[src/rtl/hazard_md_ctrl.sv]
// Pipeline hazard/sequencing control and shared multdiv scheduler.
// Optional stall counter when HAZ_PERF_CNT_EN is defined.
module hazard_md_ctrl #(
  parameter int MD_TIMEOUT = 40,
  parameter int CNT_W      = 6
) (
  input  logic        clock,
  input  logic        reset_n,
  input  logic [31:0] insn_d,
  input  logic [31:0] insn_x,
  input  logic        branch_taken_x,
  input  logic        md_ready,
  output logic        stall_pc,
  output logic        bubble_dx,
  output logic        flush_fd,
  output logic        md_start_mult,
  output logic        md_start_div,
  output logic        md_busy,
  output logic [4:0]  md_dest,
  output logic        md_wb_en,
  output logic        md_err
`ifdef HAZ_PERF_CNT_EN
  ,
  output logic [31:0] stall_cycles
`endif
);

  localparam logic [4:0] OP_RTYPE = 5'b00000;
  localparam logic [4:0] OP_BNE   = 5'b00010;
  localparam logic [4:0] OP_JAL   = 5'b00011;
  localparam logic [4:0] OP_JR    = 5'b00100;
  localparam logic [4:0] OP_ADDI  = 5'b00101;
  localparam logic [4:0] OP_BLT   = 5'b00110;
  localparam logic [4:0] OP_SW    = 5'b00111;
  localparam logic [4:0] OP_LW    = 5'b01000;
  localparam logic [4:0] OP_SETX  = 5'b10101;
  localparam logic [4:0] OP_BEX   = 5'b10110;

  localparam logic [4:0] ALU_MUL  = 5'b00110;
  localparam logic [4:0] ALU_DIV  = 5'b00111;

  localparam logic [4:0] R_LINK   = 5'd31;
  localparam logic [4:0] R_STATUS = 5'd30;

  localparam logic [CNT_W-1:0] TO_LAST = CNT_W'(MD_TIMEOUT - 1);

  typedef enum logic [1:0] {
    ST_IDLE = 2'd0,
    ST_BUSY = 2'd1,
    ST_WB   = 2'd2
  } md_state_e;

  md_state_e        state_q;
  logic [CNT_W-1:0] cnt_q;
  logic [4:0]       md_dest_q;
  logic             md_wb_en_q;
  logic             md_err_q;

  logic [4:0] op_d, rd_d, rs_d, rt_d, alu_d;
  logic [4:0] op_x, rd_x, alu_x;

  assign op_d  = insn_d[31:27];
  assign rd_d  = insn_d[26:22];
  assign rs_d  = insn_d[21:17];
  assign rt_d  = insn_d[16:12];
  assign alu_d = insn_d[6:2];

  assign op_x  = insn_x[31:27];
  assign rd_x  = insn_x[26:22];
  assign alu_x = insn_x[6:2];

  logic unused_bits;
  assign unused_bits = ^{insn_d[11:7], insn_d[1:0],
                         insn_x[21:7], insn_x[1:0]};

  logic is_md_d, is_md_x;
  logic is_mul_x, is_div_x;

  assign is_md_d  = (op_d == OP_RTYPE) &&
                    ((alu_d == ALU_MUL) || (alu_d == ALU_DIV));
  assign is_mul_x = (op_x == OP_RTYPE) && (alu_x == ALU_MUL);
  assign is_div_x = (op_x == OP_RTYPE) && (alu_x == ALU_DIV);
  assign is_md_x  = is_mul_x | is_div_x;

  logic [4:0] src_a, src_b;
  logic       src_a_v, src_b_v;

  // Source registers read by the instruction in decode
  always_comb begin
    src_a   = 5'd0;
    src_b   = 5'd0;
    src_a_v = 1'b0;
    src_b_v = 1'b0;
    unique case (1'b1)
      (op_d == OP_RTYPE): begin
        src_a   = rs_d;
        src_a_v = 1'b1;
        src_b   = rt_d;
        src_b_v = 1'b1;
      end
      (op_d == OP_ADDI) || (op_d == OP_LW): begin
        src_a   = rs_d;
        src_a_v = 1'b1;
      end
      (op_d == OP_SW) || (op_d == OP_BNE) ||
      (op_d == OP_BLT): begin
        src_a   = rd_d;
        src_a_v = 1'b1;
        src_b   = rs_d;
        src_b_v = 1'b1;
      end
      (op_d == OP_JR): begin
        src_a   = rd_d;
        src_a_v = 1'b1;
      end
      (op_d == OP_BEX): begin
        src_a   = R_STATUS;
        src_a_v = 1'b1;
      end
      default: begin
      end
    endcase
  end

  logic [4:0] dst_d;
  logic       dst_v;

  // Destination register written by the instruction in decode
  always_comb begin
    dst_d = 5'd0;
    dst_v = 1'b0;
    unique case (1'b1)
      (op_d == OP_RTYPE) || (op_d == OP_ADDI) ||
      (op_d == OP_LW): begin
        dst_d = rd_d;
        dst_v = 1'b1;
      end
      (op_d == OP_JAL): begin
        dst_d = R_LINK;
        dst_v = 1'b1;
      end
      (op_d == OP_SETX): begin
        dst_d = R_STATUS;
        dst_v = 1'b1;
      end
      default: begin
      end
    endcase
  end

  function automatic logic reads_reg(
    input logic [4:0] r,
    input logic [4:0] a,
    input logic       av,
    input logic [4:0] b,
    input logic       bv
  );
    return (r != 5'd0) &&
           ((av && (a == r)) || (bv && (b == r)));
  endfunction

  logic load_use;
  logic md_haz;
  logic stall_raw;

  // Hazard detection; r0 never creates a dependency
  always_comb begin
    load_use = (op_x == OP_LW) &&
               reads_reg(rd_x, src_a, src_a_v, src_b, src_b_v);
    md_haz   = (state_q != ST_IDLE) &&
               (reads_reg(md_dest_q, src_a, src_a_v,
                          src_b, src_b_v) ||
                (dst_v && (dst_d != 5'd0) &&
                 (dst_d == md_dest_q)) ||
                is_md_d);
    stall_raw = load_use | md_haz;
  end

  // A taken branch squashes both younger stages and wins over stalls
  always_comb begin
    flush_fd  = branch_taken_x;
    bubble_dx = branch_taken_x | stall_raw;
    stall_pc  = stall_raw & ~branch_taken_x;
  end

  logic start_ok;
  assign start_ok      = (state_q == ST_IDLE);
  assign md_start_mult = start_ok & is_mul_x;
  assign md_start_div  = start_ok & is_div_x;

  // Multdiv scheduler: issue, wait for ready or timeout, one-cycle writeback
  always_ff @(posedge clock or negedge reset_n) begin
    if (!reset_n) begin
      state_q    <= ST_IDLE;
      cnt_q      <= '0;
      md_dest_q  <= 5'd0;
      md_wb_en_q <= 1'b0;
      md_err_q   <= 1'b0;
    end else begin
      unique case (state_q)
        ST_IDLE: begin
          md_wb_en_q <= 1'b0;
          md_err_q   <= 1'b0;
          if (is_md_x) begin
            md_dest_q <= rd_x;
            cnt_q     <= '0;
            state_q   <= ST_BUSY;
          end
        end
        ST_BUSY: begin
          cnt_q <= cnt_q + 1'b1;
          if (md_ready) begin
            state_q    <= ST_WB;
            md_wb_en_q <= 1'b1;
            md_err_q   <= 1'b0;
          end else if (cnt_q == TO_LAST) begin
            state_q    <= ST_WB;
            md_wb_en_q <= 1'b1;
            md_err_q   <= 1'b1;
          end
        end
        ST_WB: begin
          md_wb_en_q <= 1'b0;
          md_err_q   <= 1'b0;
          state_q    <= ST_IDLE;
        end
        default: begin
          state_q    <= ST_IDLE;
          md_wb_en_q <= 1'b0;
          md_err_q   <= 1'b0;
        end
      endcase
    end
  end

  assign md_busy  = (state_q != ST_IDLE);
  assign md_dest  = md_dest_q;
  assign md_wb_en = md_wb_en_q;
  assign md_err   = md_err_q;

`ifdef HAZ_PERF_CNT_EN
  logic [31:0] stall_cnt_q;
  logic [31:0] stall_cnt_d;

  assign stall_cnt_d = stall_pc ? stall_cnt_q + 32'd1
                                : stall_cnt_q;

  // Free-running count of PC-stall cycles, wraps naturally
  always_ff @(posedge clock or negedge reset_n) begin
    if (!reset_n) begin
      stall_cnt_q <= 32'd0;
    end else begin
      stall_cnt_q <= stall_cnt_d;
    end
  end

  assign stall_cycles = stall_cnt_q;
`endif

endmodule

[config.mk]
export PLATFORM = sky130hd
export DESIGN_NAME = hazard_md_ctrl
export DESIGN_NICKNAME = d
export VERILOG_FILES = /design/src/rtl/hazard_md_ctrl.sv
export SDC_FILE = /design/constraint.sdc
export NUM_CORES = 1
export LEC_CHECK = 0
export CORE_MARGIN = 2
export CORE_UTILIZATION = 30
export CTS_BUF_LIST = sky130_fd_sc_hd__clkbuf_8
export CTS_CLUSTER_DIAMETER = 30
export DETAILED_ROUTE_END_ITERATION = 10
export HOLD_SLACK_MARGIN = 0.06
export PLACE_DENSITY = 0.62
export SETUP_SLACK_MARGIN = 0.15
export SYNTH_ARGS = -nofsm -noshare
export SYNTH_HDL_FRONTEND = slang
export SYNTH_SLANG_ARGS = --single-unit
[constraint.sdc]
create_clock -name clock -period 3.61 [get_ports clock]
set_input_delay 0.9025 -clock clock [delete_from_list [all_inputs] [get_ports clock]]
set_output_delay 0.9025 -clock clock [all_outputs]
set_load 0.05 [all_outputs]
==> flow_summary.rst, run 1 <==
.. list-table::
   :header-rows: 1

   * - Metric
     - Value
   * - Outcome
     - finished, violations left
   * - Violated checks
     - negative setup slack
   * - Starting Density
     - 0.307
   * - Count of distinct cell types in the synthesized netlist
     - 62
   * - Ratio of total power to cell area
     - around 190 nW/um2
   * - Max H-tree Level
     - 1
   * - Gate Count Post-Synth
     - roughly 220
   * - CTS Root Buffer Type
     - sky130_fd_sc_hd__clkbuf_8
   * - FFs w/ async S/R, synth
     - 1.00
   * - Clock-pin slew on the worst setup and hold paths
     - around 0.060 ns
   * - Syn Nets
     - between 200 and 300
   * - Routing usage on met3
     - 0.0189
   * - Drt pass-1 iters
     - 4
   * - Setup violators final
     - 2
   * - Maximum clock frequency
     - between 200 and 300 MHz
   * - Met1 capacity usage during global routing
     - 0.284
   * - Gr busiest metal
     - met2
   * - Data arrival time of the critical path
     - roughly 3 ns
   * - Post-layout nets
     - between 400 and 500
   * - Final instance area
     - roughly 3300 um2
   * - Critical path start-end classification
     - in -> out
   * - Number of flops mapped to enable cells by yosys
     - 0
   * - DRC violation count after routing
     - 0
   * - I/O pin count
     - between 80 and 90
   * - CTS Sinks
     - 15
   * - P&R area growth vs syn
     - 85.6%
   * - Area of the die
     - 6620 um2
   * - GR Util met2
     - 0.353
   * - Area of combinational cells with multiple inputs
     - roughly 1600 um2
   * - Floorplan die height
     - approximately 81 um
   * - GRT Total Usage
     - 0.212
   * - Final routed wirelength across all metal layers
     - roughly 6.6 mm
   * - Fin. max-slew vios
     - 0
   * - Standby leakage power
     - between 1 and 1.5 nW
   * - Period utilization
     - 1.10
   * - Via count
     - ~2200
   * - I/O Buffers
     - 55
   * - Number of antenna violations at the first check in global routing
     - 0
   * - Pin slew with the least headroom to its limit
     - 0.678 ns
   * - First-pass GRT wire length
     - ~11 mm
   * - Number of endpoints with negative hold slack in the final report
     - 0
   * - Synth Cell Area
     - 1790 um2
   * - # Max-Cap Violations
     - 0
   * - Standard-cell row count
     - 28
   * - Proportion of layout cells with a drive suffix above 1
     - 0.407
   * - Post-route antenna net violation count
     - 0
   * - Relative slew margins
     - 0.546
   * - Sequential standard cell area
     - about 380 um2
   * - Largest net degree at the start of global routing
     - 16
   * - Number of vias per cell
     - approximately 5.4
   * - Required time of the critical path
     - around 2.7 ns
   * - Yosys synthesis warning count
     - 0
   * - # hold bufs at CTS
     - 0
   * - Flip-flop and latch count after synthesis
     - 15
   * - Most frequently used flop master after synthesis
     - sky130_fd_sc_hd__dfrtp_1
   * - Insertion delay to the later sink of the worst-skew pair
     - about 0.25 ns
   * - Inserted Clock Buffers
     - 3
   * - Vias in the first global route
     - about 2300
   * - Area of the placeable core
     - around 6000 um2
   * - Dpl hpwl
     - approximately 4.7 mm
   * - Fill cell instance count of the final layout
     - 500
   * - Worst clock skew on the final layout
     - between 0.006 and 0.007 ns
   * - Kind of capture point of the worst setup path
     - primary output
   * - Setup repair after global routing missed its margin
     - true
   * - Kind of path behind the tightest hold check
     - reg -> reg
   * - Post-placement cell area
     - 2860 um2
   * - GP Congestion
     - 0.849
   * - Worst Setup Slack, final
     - -0.346 ns
   * - Number of diodes
     - 0
   * - Violation count after the first detailed-route iteration
     - ~150
   * - Sequential element share of the synthesized area
     - 0.209
   * - Routed wirelength normalized by instance count
     - ~16 um
   * - Avg Cell Area, Syn
     - between 8 and 9 um2
   * - Highest ir drop seen on vdd
     - between 0.2 and 0.25 mV
   * - Critical Path Fanout Max
     - 5
   * - Total congestion overflow
     - 0
   * - Horizontal extent of the die
     - approximately 81 um
   * - Tmin final
     - just under 4 ns
   * - Total power consumption of the routed design
     - 0.644 mW
   * - Maximum clock insertion buffer count
     - 2
   * - Element type at the critical path start
     - input port
   * - CTS tree
     - built
cell type report:
type,instances,area share
Sequential cell,15,0.113
Tap cell,75,0.0282
Multi-Input combinational cell,181,0.469
Timing Repair Buffer,126,0.364
Clock buffer,3,0.0124
Clock inverter,1,0.00150
Inverter,11,0.0124
power by group:
part	switching [mW]	internal (mW)
registers	0.0183	0.183
clock network	0.0598	0.0765
logic	0.139	0.168
critical path, stage by stage:
cell	delay [ns]
sky130_fd_sc_hd__buf_12	0.11
sky130_fd_sc_hd__buf_16	0.12
sky130_fd_sc_hd__or3b_4	0.41
sky130_fd_sc_hd__o21a_1	0.15
sky130_fd_sc_hd__buf_4	0.14
sky130_fd_sc_hd__a2bb2oi_2	0.12
sky130_fd_sc_hd__a22o_1	0.23
sky130_fd_sc_hd__nor4b_4	0.33
sky130_fd_sc_hd__a2111oi_4	0.09
sky130_fd_sc_hd__buf_4	0.16
sky130_fd_sc_hd__a21oi_4	0.13
sky130_fd_sc_hd__buf_12	0.15
sequential cells by signal, indices dropped and copies added (netlist names):
name and cells:
md_dest 5, state_q 2, md_wb_en 1, cnt_q 6
md_err 1
per-layer routing:
layer  wire [um]  part of all wire  vias up
met5           0                 0        -
met4         163             0.025        0
met3         361             0.055       16
met2        3220              0.49       80
met1        2850              0.43     1065
li1            -                 -     1082
kinds of logic after synthesis:
group | Yosys count | synth area share
fa+ha+maj | 1 | 0.00697
xor+xnor | 11 | 0.0537
buf+inv | 23 | 0.0586
simple gates | 97 | 0.342
compound gates | 64 | 0.280
flops | 15 | 0.209
mux | 8 | 0.0502
path summary, 6_finish.rpt:
| check | startpoint | to | slack, ns | cells after the start |
|---|---|---|---|---|
| setup / recovery | insn_d[31] | stall_pc | -0.35 | 12 |
| hold / removal | md_wb_en | md_wb_en | 0.52 | 1 |
| setup reg to reg | state_q[0] | cnt_q[3] | 1.89 | 7 |
| hold reg to reg | md_wb_en | md_wb_en | 0.52 | 1 |
| max in group asynchronous | reset_n | md_dest[0] | 2.11 | 1 |
| min in group asynchronous | reset_n | cnt_q[0] | 1.06 | 1 |
synthesized netlist by cell type (3+ instances only):
cell type | instances | area (um2)
sky130_fd_sc_hd__nand3_1 | 10 | 50.1
sky130_fd_sc_hd__clkbuf_1 | 6 | 22.5
sky130_fd_sc_hd__o211ai_1 | 4 | 30.0
sky130_fd_sc_hd__a221oi_1 | 5 | 43.8
sky130_fd_sc_hd__o21a_1 | 4 | 30.0
sky130_fd_sc_hd__nand2b_1 | 6 | 37.5
sky130_fd_sc_hd__and3_1 | 5 | 31.3
sky130_fd_sc_hd__xnor2_1 | 7 | 61.3
sky130_fd_sc_hd__nand2_1 | 12 | 45.0
sky130_fd_sc_hd__a221o_1 | 3 | 30.0
sky130_fd_sc_hd__nor4_1 | 5 | 31.3
sky130_fd_sc_hd__dfrtp_1 | 15 | 375
sky130_fd_sc_hd__o21ai_0 | 13 | 65.1
sky130_fd_sc_hd__nand4b_1 | 4 | 35.0
sky130_fd_sc_hd__buf_2 | 3 | 15.0
sky130_fd_sc_hd__mux2_2 | 8 | 90.1
sky130_fd_sc_hd__or3_1 | 4 | 25.0
sky130_fd_sc_hd__nor2_1 | 15 | 56.3
sky130_fd_sc_hd__inv_1 | 11 | 41.3
sky130_fd_sc_hd__xor2_1 | 4 | 35.0
sky130_fd_sc_hd__a21oi_1 | 10 | 50.1
sky130_fd_sc_hd__nand4_1 | 3 | 18.8
sky130_fd_sc_hd__nor3_1 | 6 | 30.0
sky130_fd_sc_hd__nor2b_1 | 6 | 37.5
per-stage QoR:
| stage | hold slack [ns] | std cells | TNS (ns) | setup WS, ns | util |
|---|---|---|---|---|---|
| 3_3_place_gp | 0.479 | 386 | -1.75 | -0.889 | 0.488 |
| 6_report | 0.517 | 412 | -0.650 | -0.346 | 0.569 |
| 4_1_cts | 0.515 | 409 | -0.608 | -0.352 | 0.556 |
| 2_1_floorplan | 0.457 | 219 | -0.302 | -0.207 | - |
| 5_1_grt | 0.529 | 412 | -0.819 | -0.431 | 0.569 |
| 3_5_place_dp | 0.496 | 386 | -1.80 | -0.910 | 0.488 |
layout by cell type, fill, tap and decap left out, types with 6 or more instances in the layout:
cell                              synthesis  layout
sky130_fd_sc_hd__a21oi_1                 10       6
sky130_fd_sc_hd__buf_12                   0       6
sky130_fd_sc_hd__buf_4                    2      58
sky130_fd_sc_hd__buf_6                    1      12
sky130_fd_sc_hd__clkdlybuf4s50_1          0      41
sky130_fd_sc_hd__dfrtp_1                 15      15
sky130_fd_sc_hd__inv_1                   11      11
sky130_fd_sc_hd__mux2_2                   8       7
sky130_fd_sc_hd__nand2_1                 12      12
sky130_fd_sc_hd__nand3_1                 10      10
sky130_fd_sc_hd__nor2_1                  15      14
sky130_fd_sc_hd__o21ai_0                 13      12
sky130_fd_sc_hd__xnor2_1                  7       6
what timing repair did:
action,4_1_cts,5_1_grt
pin swaps,23,13
resized for setup,77,11
buffers inserted,17,3
gates cloned,2,0
endpoints found under the hold margin,0,0
endpoints found under the setup margin,2,2
(Power assumes the default switching activity.)
==> run 2: changes to the inputs <==
ABC_AREA = 1   (was default)
CORE_UTILIZATION = 26   (was 30)
HOLD_SLACK_MARGIN = 0.15   (was 0.06)
PLACE_DENSITY = 0.58   (was 0.62)
==> flow_summary.rst, run 2 <==
.. list-table::
   :header-rows: 1

   * - Metric
     - Value
   * - Cell mode on critical path
     - sky130_fd_sc_hd__nand2_1
   * - Library cell with the highest instance count after synthesis
     - sky130_fd_sc_hd__nand2_1
   * - Routed wirelength normalized by instance count
     - 11.8 um (-26%)
   * - Maximum clock frequency
     - 287 MHz (+13%)
   * - Cell taking the most area after synthesis
     - sky130_fd_sc_hd__dfrtp_1
   * - Total power consumption of the routed design
     - 0.566 mW (-12%)
   * - Proportion of layout cells with a drive suffix above 1
     - 0.256 (-0.151)
   * - I/O pin count
     - 81 (unchanged)
   * - Vias in the first global route
     - 1750 (-22%)
   * - Cell types with the largest area share after synthesis
     - sky130_fd_sc_hd__dfrtp_1 24%, sky130_fd_sc_hd__nand2_1 20%, sky130_fd_sc_hd__nand3_1 8.6%
   * - Number of vias per cell
     - 4.60 (-16%)
   * - FFs w/ async S/R, synth
     - 1.00 (unchanged)
   * - Standard-cell row count
     - 28 (unchanged)
   * - Number of endpoints with negative hold slack in the final report
     - 0 (unchanged)
   * - Register with the most flip-flops
     - cnt_q
   * - Total congestion overflow
     - 0 (unchanged)
   * - DRC violation count after routing
     - 0 (unchanged)
   * - Worst clock skew on the final layout
     - 0.00414 ns (-0.00282 ns)
   * - Area of the placeable core
     - 5850 um2 (unchanged)
   * - Largest delay contributor family on the critical path
     - simple AND/OR/NAND/NOR gates
   * - Area of the die
     - 6650 um2 (+0.47%)
   * - CTS tree
     - built
   * - Post-layout nets
     - 402 (-1.2%)
   * - GP Congestion
     - 0.810 (-4.6%)
   * - Syn Nets
     - 326 (+13%)
   * - Setup violators final
     - 0 (-2)
   * - # Max-Cap Violations
     - 0 (unchanged)
   * - Leading cell type in the layout, fill and taps excluded
     - sky130_fd_sc_hd__nand2_1
   * - Period utilization
     - 0.966 (-0.130)
   * - CTS Sinks
     - 15 (unchanged)
   * - Highest ir drop seen on vdd
     - 0.209 mV (-12%)
   * - Insertion delay to the later sink of the worst-skew pair
     - 0.25 ns (about the same)
   * - Number of diodes
     - 0 (unchanged)
   * - Largest net degree at the start of global routing
     - 16 (unchanged)
   * - Element type at the critical path start
     - input port
   * - Number of flops mapped to enable cells by yosys
     - 0 (unchanged)
   * - Kind of capture point of the worst setup path
     - primary output
   * - GRT Total Usage
     - 0.147 (-0.0654)
   * - Ratio of total power to cell area
     - 220 nW/um2 (+14%)
   * - Violation count after the first detailed-route iteration
     - 71 (-54%)
   * - Gate Count Post-Synth
     - 257 (+17%)
   * - Horizontal extent of the die
     - 81.5 um (+0.23%)
   * - Worst path max stage delay
     - 0.17 ns (-0.24 ns)
   * - Setup repair after global routing missed its margin
     - true
   * - End-of-flow core utilization
     - 0.440 (-0.129)
   * - Final routed wirelength across all metal layers
     - 4.79 mm (-27%)
   * - Avg Cell Area, Syn
     - 6.08 um2 (-26%)
   * - Critical-path top delay cell
     - sky130_fd_sc_hd__a21oi_4
   * - Summed negative setup slack over all endpoints
     - 0 ns (+0.650 ns)
   * - Crit path buf inv count
     - 5 (unchanged)
   * - Relative slew margins
     - 0.572 (+0.0255)
   * - Yosys synthesis warning count
     - 0 (unchanged)
   * - Number of flip-flops under the largest register name
     - 6 (unchanged)
   * - Top post-synthesis cells by count
     - 82 x sky130_fd_sc_hd__nand2_1, 31 x sky130_fd_sc_hd__inv_1, 27 x sky130_fd_sc_hd__nand3_1
   * - Number of antenna violations at the first check in global routing
     - 0 (unchanged)
   * - Pin slew with the least headroom to its limit
     - 0.640 ns (-0.0382 ns)
   * - Sequential element share of the synthesized area
     - 0.240 (+0.0310)
   * - Tmin final
     - 3.49 ns (-0.469 ns)
   * - Commonest non-fill, non-tap cells in the layout
     - 67 x sky130_fd_sc_hd__nand2_1, 46 x sky130_fd_sc_hd__clkdlybuf4s50_1, 30 x sky130_fd_sc_hd__inv_1
   * - Starting Density
     - 0.267 (-0.0396)
   * - Flip-flop and latch count after synthesis
     - 15 (unchanged)
   * - Standby leakage power
     - 1.22 nW (-15%)
   * - Maximum clock insertion buffer count
     - 2 (unchanged)
   * - Drt pass-1 iters
     - 4 (unchanged)
   * - Max H-tree Level
     - 1 (unchanged)
   * - Worst Setup Slack, final
     - 0.123 ns (+0.469 ns)
   * - Critical path start-end classification
     - in -> out
   * - Outcome
     - finished, final reports clean
   * - Fin. max-slew vios
     - 0 (unchanged)
   * - Synth Cell Area
     - 1560 um2 (-13%)
   * - P&R area growth vs syn
     - 64.9%
   * - I/O Buffers
     - 55 (unchanged)
   * - Post-route antenna net violation count
     - 0 (unchanged)
   * - Floorplan die height
     - 81.5 um (+0.23%)
   * - Via count
     - 1871 (-17%)
   * - CTS Root Buffer Type
     - sky130_fd_sc_hd__clkbuf_8
   * - Data arrival time of the critical path
     - 2.58 ns (-0.47 ns)
   * - # hold bufs at CTS
     - 0 (unchanged)
   * - Critical Path Fanout Max
     - 3 (-2)
   * - Pre-CTS setup slack
     - -0.295 ns (+0.615 ns)
   * - Dpl hpwl
     - 3.78 mm (-20%)
   * - Hold slack final
     - 0.471 ns (-0.0453 ns)
   * - Cells along the critical path
     - buf_6, buf_6, nor2_4, buf_4, nand3_4, buf_4, nand4_1, nand3_1, nor2_1, nand3_1, nand2_1, nand2_1, nand2_1, nand2_2, a21oi_4, buf_12
   * - Inserted Clock Buffers
     - 3 (unchanged)
   * - Count of distinct cell types in the synthesized netlist
     - 34 (-45%)
   * - Clock-pin slew on the worst setup and hold paths
     - 0.05 ns (about the same)
   * - Kind of path behind the tightest hold check
     - reg -> reg
   * - Most frequently used flop master after synthesis
     - sky130_fd_sc_hd__dfrtp_1
   * - Required time of the critical path
     - 2.71 ns (about the same)
   * - First-pass GRT wire length
     - 7.79 mm (-29%)
   * - Share of the synthesized area in the top cell type
     - 0.240 (+0.0310)
==> run 2: cell types whose count changed after synthesis, moves of 7 or more <==
cell                      previous run  this run
sky130_fd_sc_hd__nand3_1            10        27
sky130_fd_sc_hd__inv_1              11        31
sky130_fd_sc_hd__mux2_2              8         0
sky130_fd_sc_hd__nand2_1            12        82
sky130_fd_sc_hd__nand2_2             0         8
sky130_fd_sc_hd__xnor2_1             7         0
sky130_fd_sc_hd__nor2_1             15        26
==> run 2: stage by stage <==
stage	instances	area, um2
2_1_floorplan	257	1560
3_3_place_gp	398	2330
3_5_place_dp	398	2330
4_1_cts	404	2530
5_1_grt	407	2580
6_report	407	2580
==> run 2: report_power, final <==
group,internal [mW],switching [mW]
sequential,0.184,0.0147
clock,0.0752,0.0549
combinational,0.107,0.129
total,0.367,0.199
==> run 2: logic make-up after synthesis <==
group | share of synthesized area
DFF | 0.240
buffers and inverters | 0.0961
and+or+nand+nor | 0.535
adders and majority gates | 0.00801
xor gates and xnor gates | 0.0224
AOI/OAI and AO/OA | 0.0985
==> run 2: what timing repair did <==
item | CTS | global route
setup endpoints to repair | 2 | 2
pin swaps | 31 | 5
setup buffers | 1 | 3
resized for setup | 57 | 10
gates cloned | 1 | 0
==> run 2: final timing paths <==
path / startpoint / to / slack, ns / cells after the start
min reg2reg: cnt_q[5] / cnt_q[5] / 0.47 / 1
min: cnt_q[5] / cnt_q[5] / 0.47 / 1
max in group asynchronous: reset_n / state_q[0] / 2.14 / 1
max reg2reg: state_q[1] / md_wb_en / 2.03 / 5
min in group asynchronous: reset_n / cnt_q[4] / 1.05 / 1
max: insn_d[30] / stall_pc / 0.12 / 16
==> run 2: area by class of cell <==
type	instances	area [um2]
inverter	34	128
sequential	15	375
tap	75	93.8
clock buffer	3	41.3
clock inverter	1	3.75
fill	608	3270
multi-input combinational	206	1210
timing repair buffer	73	722
==> run 2: layer usage <==
layer  GRT usage  wire length, um
met5           0                0
met4      0.0254               31
met3      0.0165              115
met2       0.268             2500
met1       0.186             2140
==> run 3: changes to the inputs <==
--- a/config.mk
+++ b/config.mk
@@ -9,5 +9,4 @@
 export CORE_MARGIN = 2
 export CORE_UTILIZATION = 26
-export CTS_BUF_LIST = sky130_fd_sc_hd__clkbuf_8
 export CTS_CLUSTER_DIAMETER = 30
 export DETAILED_ROUTE_END_ITERATION = 10
==> constraint.sdc (replaced) <==
create_clock -name clock -period 3.61 [get_ports clock]
set_input_delay 0.722 -clock clock [delete_from_list [all_inputs] [get_ports clock]]
set_output_delay 0.722 -clock clock [all_outputs]
set_load 0.05 [all_outputs]
==> flow_summary.rst, run 3 (synthesis results as in run 2) <==
.. list-table::
   :header-rows: 1

   * - Metric
     - Value
   * - Outcome
     - finished, final reports clean
   * - Violation count after the first detailed-route iteration
     - 70 (-1.4%)
   * - Kind of path behind the tightest hold check
     - reg -> reg
   * - Post-route antenna net violation count
     - 0 (unchanged)
   * - Required time of the critical path
     - 2.89 ns (+0.18 ns)
   * - Number of endpoints with negative hold slack in the final report
     - 0 (unchanged)
   * - Standard-cell row count
     - 28 (unchanged)
   * - # Max-Cap Violations
     - 0 (unchanged)
   * - Critical Path Fanout Max
     - 5 (+2)
   * - End of the worst register-to-register path
     - md_wb_en
   * - Maximum clock insertion buffer count
     - 2 (unchanged)
   * - DRC violation count after routing
     - 0 (unchanged)
   * - Summed negative setup slack over all endpoints
     - 0 ns (unchanged)
   * - Via count
     - 1813 (-3.1%)
   * - Number of antenna violations at the first check in global routing
     - 0 (unchanged)
   * - Register with the most flip-flops
     - cnt_q
   * - R2R cell count
     - 5 (unchanged)
   * - Dpl hpwl
     - 3.71 mm (-1.8%)
   * - Worst min-delay path endpoint
     - cnt_q[5]
   * - Area of the placeable core
     - 5850 um2 (unchanged)
   * - Pin slew with the least headroom to its limit
     - 0.646 ns (+0.00583 ns)
   * - Number of vias per cell
     - 4.57 (-0.66%)
   * - GP Congestion
     - 0.821 (+1.3%)
   * - I/O pin count
     - 81 (unchanged)
   * - Clock-pin slew on the worst setup and hold paths
     - 0.06 ns (about the same)
   * - Tmin final
     - 3.31 ns (-0.181 ns)
   * - CTS Sinks
     - 15 (unchanged)
   * - Post-placement cell area
     - 2280 um2 (-2.3%)
   * - Standby leakage power
     - 1.16 nW (-5.3%)
   * - Worst clock skew on the final layout
     - 0.00193 ns (-0.00220 ns)
   * - Total congestion overflow
     - 0 (unchanged)
   * - Critical path start-end classification
     - in -> out
   * - Number of diodes
     - 0 (unchanged)
   * - Hold slack final
     - 0.469 ns (-0.00256 ns)
   * - Post-layout nets
     - 392 (-2.5%)
   * - Placed Cells
     - 391 (-1.8%)
   * - Fin. max-slew vios
     - 0 (unchanged)
   * - Relative slew margins
     - 0.568 (-0.00390)
   * - Data arrival time of the critical path
     - 2.58 ns (about the same)
   * - Element type at the critical path start
     - input port
   * - Area of the die
     - 6650 um2 (unchanged)
   * - Vias in the first global route
     - 1632 (-6.7%)
   * - Largest net degree at the start of global routing
     - 16 (unchanged)
   * - Hold path depth
     - 1 (unchanged)
   * - CTS tree
     - built
   * - Startpoint of the worst register-to-register path
     - state_q[1]
   * - Inserted Clock Buffers
     - 3 (unchanged)
   * - Kind of capture point of the worst setup path
     - primary output
   * - Setup repair after global routing missed its margin
     - false
   * - GRT Total Usage
     - 0.137 (-0.00989)
   * - Ratio of total power to cell area
     - 231 nW/um2 (+4.9%)
   * - Starting Density
     - 0.267 (unchanged)
   * - Maximum clock frequency
     - 303 MHz (+5.5%)
   * - Setup violators final
     - 0 (unchanged)
   * - Commonest non-fill, non-tap cells in the layout
     - 80 x sky130_fd_sc_hd__nand2_1, 46 x sky130_fd_sc_hd__clkdlybuf4s50_1, 30 x sky130_fd_sc_hd__inv_1
   * - CTS Root Buffer Type
     - sky130_fd_sc_hd__clkbuf_8
   * - Period utilization
     - 0.916 (-0.0503)
   * - Floorplan die height
     - 81.5 um (unchanged)
   * - I/O Buffers
     - 55 (unchanged)
   * - Count of placed standard cells in the final layout, fillers left out
     - 397 (-2.5%)
   * - Routed wirelength normalized by instance count
     - 11.5 um (-2.0%)
   * - P&R area growth vs syn
     - 52.7%
   * - Horizontal extent of the die
     - 81.5 um (unchanged)
   * - Proportion of layout cells with a drive suffix above 1
     - 0.155 (-0.101)
   * - Max H-tree Level
     - 1 (unchanged)
   * - Final routed wirelength across all metal layers
     - 4.58 mm (-4.4%)
   * - Launch instance of the worst min-delay path
     - cnt_q[5]
   * - Setup slack, reg-to-reg
     - 2.02 ns (about the same)
   * - Fill cell instance count of the final layout
     - 628 (+3.3%)
   * - Insertion delay to the later sink of the worst-skew pair
     - 0.25 ns (about the same)
   * - First-pass GRT wire length
     - 7.14 mm (-8.3%)
   * - Drt pass-1 iters
     - 4 (unchanged)
   * - Total power consumption of the routed design
     - 0.550 mW (-2.8%)
   * - Highest ir drop seen on vdd
     - 0.219 mV (+4.9%)
   * - Leading cell type in the layout, fill and taps excluded
     - sky130_fd_sc_hd__nand2_1
   * - Number of flip-flops under the largest register name
     - 6 (unchanged)
   * - Final instance area
     - 2390 um2 (-7.4%)
run 3: cell count changes in the layout (fill, tap and decap cells not counted), sizes merged:
cell | previous run | this run
buf | 27 | 12
dlygate4sd2 | 0 | 3
dlymetal6s2s | 0 | 2
clkbuf | 3 | 4
inv | 35 | 34
run 3: through the flow:
step                      utilization  setup WS (ns)
final                           0.408          0.305
after global routing            0.408          0.160
after CTS                       0.406          0.154
after floorplan                     -          0.600
after detailed placement        0.389         0.0328
after global placement          0.389         0.0475
run 3: how the worst max path moves through the flow:
stage          startpoint       end  slack (ns)  cells past startpoint
2_1_floorplan  insn_d[29]  stall_pc        0.60                     13
3_3_place_gp   insn_d[27]  stall_pc        0.05                     15
3_5_place_dp   insn_d[27]  stall_pc        0.03                     15
4_1_cts        insn_d[30]  stall_pc        0.15                     15
5_1_grt        insn_d[27]  stall_pc        0.16                     16
6_report       insn_d[27]  stall_pc        0.30                     14
run 3: routing by layer:
| metal | wire (um) | track usage | vias to the layer above |
|---|---|---|---|
| met5 | 0 | 0 | - |
| met4 | 51 | 0.0407 | 0 |
| met3 | 121 | 0.00659 | 5 |
| met2 | 2340 | 0.249 | 26 |
| met1 | 2070 | 0.173 | 816 |
| li1 | - | - | 966 |
run 3: worst max-delay path: stages:
cell                            delay (ns)
sky130_fd_sc_hd__dlygate4sd2_1        0.30
sky130_fd_sc_hd__nor2_2               0.17
sky130_fd_sc_hd__buf_4                0.14
sky130_fd_sc_hd__nand3_2              0.09
sky130_fd_sc_hd__nand2_2              0.13
sky130_fd_sc_hd__nand2_1              0.10
sky130_fd_sc_hd__nand2_2              0.10
sky130_fd_sc_hd__nor2_1               0.05
sky130_fd_sc_hd__nor3_2               0.17
sky130_fd_sc_hd__nand3_1              0.09
sky130_fd_sc_hd__nand2_1              0.08
sky130_fd_sc_hd__nand3_2              0.08
sky130_fd_sc_hd__a21oi_2              0.19
sky130_fd_sc_hd__buf_12               0.15
run 3: power by group:
group / internal, mW / switching, mW
clock: 0.0782 / 0.0550
combinational: 0.0982 / 0.120
sequential: 0.184 / 0.0148
run 3: area by class of cell:
class | instances | area [um2] | share of cell area
repair buffers | 63 | 656 | 0.275
flip-flops and latches | 15 | 375 | 0.157
inverters | 34 | 128 | 0.0535
multi-input cells | 206 | 1090 | 0.456
well taps | 75 | 93.8 | 0.0393
clock buffers | 4 | 45.0 | 0.0189
run 3: what timing repair did:
item | 4_1_cts | 5_1_grt
buffers inserted | 1 | 0
setup endpoints to repair | 2 | 2
resized for setup | 13 | 4
hold buffers | 0 | 0
cloned | 1 | 0
pin swaps | 7 | 2
endpoints found under the hold margin | 0 | 0
